==> config.mk <==
export PLATFORM = sky130hd
export DESIGN_NAME = bus_master
export DESIGN_NICKNAME = d
export VERILOG_FILES = /design/src/rtl/bus_master.sv
export SDC_FILE = /design/constraint.sdc
export NUM_CORES = 1
export LEC_CHECK = 0
export CAP_MARGIN = 20
export CORE_UTILIZATION = 43
export CTS_CLUSTER_SIZE = 28
export DETAILED_ROUTE_END_ITERATION = 10
export PLACE_DENSITY = 0.78
export SLEW_MARGIN = 20
export SYNTH_ARGS = -nofsm -noshare
export SYNTH_HDL_FRONTEND = slang
export SYNTH_SLANG_ARGS = --single-unit
==> constraint.sdc <==
create_clock -name clk -period 4.69 [get_ports clk]
set_input_delay 0.938 -clock clk [delete_from_list [all_inputs] [get_ports clk]]
set_output_delay 0.938 -clock clk [all_outputs]
set_load 0.05 [all_outputs]
==> src/rtl/bus_master.sv <==
// bus_master: turns a multiply request into operand-load, compute and wait bus cycles to a slave.
// Optional WAIT-state abort is built when BUS_MASTER_TIMEOUT_EN is defined.
module bus_master #(
  parameter int unsigned TIMEOUT_CYCLES = 16
) (
  input  logic        clk,
  input  logic        reset,
  input  logic        req_valid,
  output logic        req_ready,
  input  logic [31:0] req_a,
  input  logic [31:0] req_b,
  output logic        resp_valid,
  output logic [31:0] resp_data,
  output logic        resp_error,
  output logic        bus_valid,
  output logic        bus_start,
  output logic [31:0] bus_address,
  output logic [31:0] bus_wdata,
  input  logic        bus_ready,
  input  logic [31:0] bus_result,
  output logic [15:0] txn_count
);

  if (TIMEOUT_CYCLES < 1 || TIMEOUT_CYCLES > 65535) begin : g_bad_timeout
    $error("bus_master: TIMEOUT_CYCLES must be in 1..65535");
  end

  typedef enum logic [2:0] {
    IDLE,
    LOAD_A,
    LOAD_B,
    START,
    WAIT,
    RESP
  } state_t;

  state_t      state_q, state_d;
  logic [31:0] a_q, a_d;
  logic [31:0] b_q, b_d;
  logic [31:0] resp_data_q, resp_data_d;
  logic [15:0] txn_count_q, txn_count_d;

`ifdef BUS_MASTER_TIMEOUT_EN
  logic        resp_error_q, resp_error_d;
  logic [15:0] tmo_q, tmo_d;
  logic        tmo_hit;

  assign tmo_hit = (tmo_q == 16'(TIMEOUT_CYCLES - 1));
`endif

  always_ff @(posedge clk or posedge reset) begin
    if (reset) begin
      state_q      <= IDLE;
      a_q          <= '0;
      b_q          <= '0;
      resp_data_q  <= '0;
      txn_count_q  <= '0;
`ifdef BUS_MASTER_TIMEOUT_EN
      resp_error_q <= 1'b0;
      tmo_q        <= '0;
`endif
    end else begin
      state_q      <= state_d;
      a_q          <= a_d;
      b_q          <= b_d;
      resp_data_q  <= resp_data_d;
      txn_count_q  <= txn_count_d;
`ifdef BUS_MASTER_TIMEOUT_EN
      resp_error_q <= resp_error_d;
      tmo_q        <= tmo_d;
`endif
    end
  end

  always_comb begin
    state_d      = state_q;
    a_d          = a_q;
    b_d          = b_q;
    resp_data_d  = resp_data_q;
    txn_count_d  = txn_count_q;
`ifdef BUS_MASTER_TIMEOUT_EN
    resp_error_d = resp_error_q;
    tmo_d        = '0;
`endif
    req_ready    = 1'b0;
    resp_valid   = 1'b0;
    bus_valid    = 1'b0;
    bus_start    = 1'b0;
    bus_address  = '0;
    bus_wdata    = '0;

    case (state_q)
      IDLE: begin
        req_ready = 1'b1;
        if (req_valid) begin
          a_d     = req_a;
          b_d     = req_b;
          state_d = LOAD_A;
        end
      end
      LOAD_A: begin
        bus_valid   = 1'b1;
        bus_address = 32'd1;
        bus_wdata   = a_q;
        state_d     = LOAD_B;
      end
      LOAD_B: begin
        bus_valid   = 1'b1;
        bus_address = 32'd2;
        bus_wdata   = b_q;
        state_d     = START;
      end
      START: begin
        bus_valid = 1'b1;
        bus_start = 1'b1;
        state_d   = WAIT;
      end
      WAIT: begin
        bus_valid = 1'b1;
        bus_start = 1'b1;
        if (bus_ready) begin
          resp_data_d  = bus_result;
          txn_count_d  = txn_count_q + 16'd1;
`ifdef BUS_MASTER_TIMEOUT_EN
          resp_error_d = 1'b0;
`endif
          state_d      = RESP;
        end
`ifdef BUS_MASTER_TIMEOUT_EN
        // tmo_q counts completed idle WAIT cycles; it falls back to zero outside WAIT
        else if (tmo_hit) begin
          resp_data_d  = '0;
          resp_error_d = 1'b1;
          txn_count_d  = txn_count_q + 16'd1;
          state_d      = RESP;
        end else begin
          tmo_d = tmo_q + 16'd1;
        end
`endif
      end
      RESP: begin
        resp_valid = 1'b1;
        state_d    = IDLE;
      end
      default: state_d = IDLE;
    endcase
  end

  assign resp_data = resp_data_q;
  assign txn_count = txn_count_q;
`ifdef BUS_MASTER_TIMEOUT_EN
  assign resp_error = resp_error_q;
`else
  assign resp_error = 1'b0;
`endif

endmodule

# Word level (Yosys, flattened, before mapping)
# Cells that the tools add are included.
[totals]
regBits = 115
input_bits = 100
out_inout_bits = 117
wordCells = 28
[classes]
addsub = 1
n_eq_ne = 7
n_mux = 9
n_reduce_logical = 6
[op_table]
columns = ["operator", "count"]
rows = [
  ["$pmux W32 S2", 1],
  ["$add A16 B1 Y16 const B", 1],
  ["$pmux W3 S5", 1],
  ["$eq A3 B2 Y1 const B", 2],
  ["$eq A3 B3 Y1 const B", 2],
  ["$mux W3", 2],
  ["$reduce_and A2 Y1", 3],
  ["$mux W1", 4],
  ["$ne A2 B2 Y1 const B", 2],
  ["$pmux W2 S2", 1],
  ["$reduce_or A4 Y1", 1],
  ["$eq A3 B1 Y1 const B", 1],
  ["$logic_not A3 Y1", 1],
  ["$reduce_or A2 Y1", 1],
]

# Depth between registers and ports, before layout
[logic_depth]
word_depth = 3
depth_mapped = 6
ltp_nobuf = 5

# Worst setup path before layout
# OpenSTA, ideal clock, no wires.
[synth_path]
path_type = "reg2out"
start = "register state_q[0]"
end = "output port bus_valid"
arrival_ps = 2232
t_required_ps = 3752
slack_ps = 1520
path_stages_with_launch = 4
n_path_buf = 1
path_cell_list = "dfrtp_1 -> buf_6 -> nor3_1 -> nor2_1"
[synth_via]
elab_chain_cells = 3
word_cells_on_any_way = 6
cone_classes = "eq/ne: 4; mux: 1; reduce/logical: 1"
[synth_lines]
columns = ["element", "line", "rtl"]
rows = [
  ["start: declaration", "37", "state_t state_q, state_d;"],
  ["start signal: assignment", "63", "state_q <= state_d;"],
  ["$eq A3 B3 Y1, or another cell as far along", "92", "case (state_q)"],
  ["$reduce_or A4 Y1 (no source line) (*)", "n/a", ""],
  ["$mux W1 (*)", "92", ""],
  ["end: declaration", "15", "output logic bus_valid,"],
]
# Mark *: on every way between the ends. The rest lies on a longest branch, timed or not.

# Final worst setup path
[layout_path]
start = "register state_q[0]"
end = "output port bus_wdata[8]"
[layout_via]
elab_chain_cells = 2
word_cells_on_any_way = 3
cone_classes = "eq/ne: 2; mux: 1"
[layout_lines]
columns = ["element", "line", "rtl"]
rows = [
  ["$eq A3 B2 Y1 / $eq A3 B1 Y1 (equally long branches)", "92", ""],
  ["$pmux W32 S2 (*)", "92", ""],
  ["end: declaration", "18", "output logic [31:0] bus_wdata,"],
]
# Marks and branches as above.

==> flow_metrics.tcl <==
set metrics [dict create \
    route.vias.total 3792 \
    hold_viol 0 \
    setup_viol 0 \
    max_clock_freq_mhz 277 \
    synth_top_family_by_area "multiplexers" \
    hold_depth 2 \
    area_growth_pct 49.0 \
    status "finished, final reports clean" \
    wl_per_cell_um 15.5 \
    seqCellArea_um2 2880 \
    stdcell_count 773 \
    cp_data_required_time_ns 3.75 \
    core_um2 11400 \
    drv_slew 0 \
    async_flop_share_pct 100 \
    synth-seq-area-share_pct 57.1 \
    clock_latency_ns 0.40 \
    synth_edf_count 0 \
    die_w_um 110 \
    hold_path_class "reg -> reg" \
    ant_nets 0 \
    drtPass1Iterations 4 \
    gp_congestion 0.799 \
    crit_path_start_kind "flop" \
    yosys.area_share.simple_pct 11.9 \
    antenna-diode-count 0 \
    final_common_cell "clkdlybuf4s50_1" \
    synth_compound_area_share_pct 6.16 \
    tritoncts "yes" \
    ys_warn_count 0 \
    multi_input_area_um2 1920 \
    fin_nets 718 \
    die_height_um 110 \
    h-tree-depth 4 \
    portBuffers 185 \
    start_util_pct 44.1 \
    avgSynthCellArea_um2 11.7 \
    setup_tns_ns 0 \
    power.leakage_uw 0.00331 \
    synthCells 431 \
    drive_gt1_share_pct 17.9 \
    synthFlopType "dfrtp_1" \
    drt_iter0_drc 108 \
    fillers 863 \
    dp_hpwl_um 8260 \
    clock_path_buffers 2 \
    row_count 39 \
    track_usage_pct 20.5 \
    routed_via_density 4.91 \
    antenna_found_initial 0 \
    synth-adder-area-share_pct 0.248 \
    fin_crit_ns 3.61 \
    synth_xor_area_share_pct 2.61 \
    cts_hold_buf 0 \
    grt_max_degree 44 \
    die_area_um2 12200 \
    relSlewSlack_pct 45.2 \
    synth_mux_area_share_pct 14.3 \
    timing.max_cap.violations 0 \
    grt_pass1_vias 3812 \
    cts.sinks 115 \
    cts_setup_buffers 0 \
    cts_resized 0 \
    rsz0062_at_grt "no" \
    mostFrequentLayoutCells "185 x clkdlybuf4s50_1, 115 x dfrtp_1, 107 x nand2_1" \
    cts_buffers 17 \
    synth_cell_types 34 \
    grt_pass1_wl_um 18600 \
    syn-cell-area_um2 5040 \
    peakVddDrop_v 0.000405 \
    boundaryPins 217 \
    drt_wl_total_um 12000 \
    crit_type "reg -> out" \
    p_per_area_nw_per_um2 822 \
    end_kind "output port" \
    dp_cells 741 \
    cp.arrival_ns 2.67 \
    ys_ff_latch 115 \
    cp_max_fo 34 \
    gr-total-overflow 0 \
    drc_errors 0 \
    tightest_slew_ns 0.820 \
    path_clk_slew_ns 0.06 \
    root_buffer "clkbuf_16" \
    fin_skew_ns 0.00541 \
    worstRegToRegCells 4 \
    finalCritPeriodShare_pct 76.9 \
]
cells by family (layout without fill, tap and decap cells):
logic type / count (synthesis) / count (layout)
DFF: 115 / 115
buffers and inverters: 60 / 229
muxes: 64 / 64
AOI/OAI and AO/OA: 37 / 37
adders and majority gates: 1 / 1
xor gates and xnor gates: 15 / 15
other: 1 / 31
and+or+nand+nor: 138 / 138
power breakdown:
group | switching, uW | leakage, uW | internal [uW]
Combinational | 1940 | 0.00162 | 1190
Clock | 460 | 0.000283 | 860
Sequential | 276 | 0.00141 | 1440
Total | 2680 | 0.00331 | 3500
through the flow:
step | instance area, um2 | total power, uW | util (%) | setup slack, ns | hold slack [ns]
after global placement | 6900 | 4810 | 60.4 | 1.54 | 0.458
final | 7510 | 6180 | 65.8 | 1.08 | 0.472
after detailed placement | 6900 | 4880 | 60.4 | 1.49 | 0.461
after CTS | 7510 | 6230 | 65.8 | 1.05 | 0.476
after global routing | 7510 | 6470 | 65.8 | 0.915 | 0.501
after floorplan | 5150 | 3910 | - | 0.708 | 0.481
cell type report:
| type | instances | share of cell area (%) |
|---|---|---|
| timing repair buffer | 193 | 25.4 |
| tap | 143 | 2.38 |
| clock buffer | 19 | 6.03 |
| clock inverter | 13 | 2.11 |
| multi-input combinational | 286 | 25.5 |
| inverter | 4 | 0.233 |
| sequential | 115 | 38.3 |
synth_stat cells, types with 3 or more instances:
cell / n / area (um2)
clkbuf_1: 9 / 33.8
xor2_1: 5 / 43.8
nor3_1: 5 / 25.0
a22o_1: 32 / 280
dfrtp_1: 115 / 2880
buf_2: 6 / 30.0
nand3_1: 3 / 15.0
nand2_1: 107 / 402
xnor2_1: 10 / 87.6
mux2_2: 64 / 721
nor2_1: 3 / 11.3
nand4_1: 6 / 37.5
buf_4: 37 / 278
inv_1: 4 / 15.0
sequential cells by signal (all words and copies together), names as in the netlist:
register and cells:
a_q 32, b_q 32, txn_count 16, resp_data 32, state_q 3
routing by layer:
layer  GRT usage (%)  vias up  share of wire [%]
li1                -     1775                  -
met1            25.0     1842                 42
met3            6.00       24                6.4
met5               0        -                  0
met4            9.59        0                2.2
met2            33.3      151                 49
worst paths after layout:
| path | startpoint | end | slack [ns] |
|---|---|---|---|
| setup / recovery | state_q[0] | bus_wdata[8] | 1.08 |
| hold / removal | resp_data[29] | resp_data[29] | 0.47 |
| setup reg to reg | state_q[0] | b_q[13] | 2.39 |
| hold reg to reg | resp_data[29] | resp_data[29] | 0.47 |
| max in group asynchronous | reset | a_q[8] | 2.90 |
| min in group asynchronous | reset | resp_data[27] | 0.88 |
worst max-delay path: stages, from the launching register on:
cell and delay [ns]:
dfrtp_1 0.54, inv_1 0.12, nor3_2 0.18, buf_4 0.38
a22o_1 0.24, clkdlybuf4s50_1 0.81
Note: power is estimated with default switching activity, not from simulation.
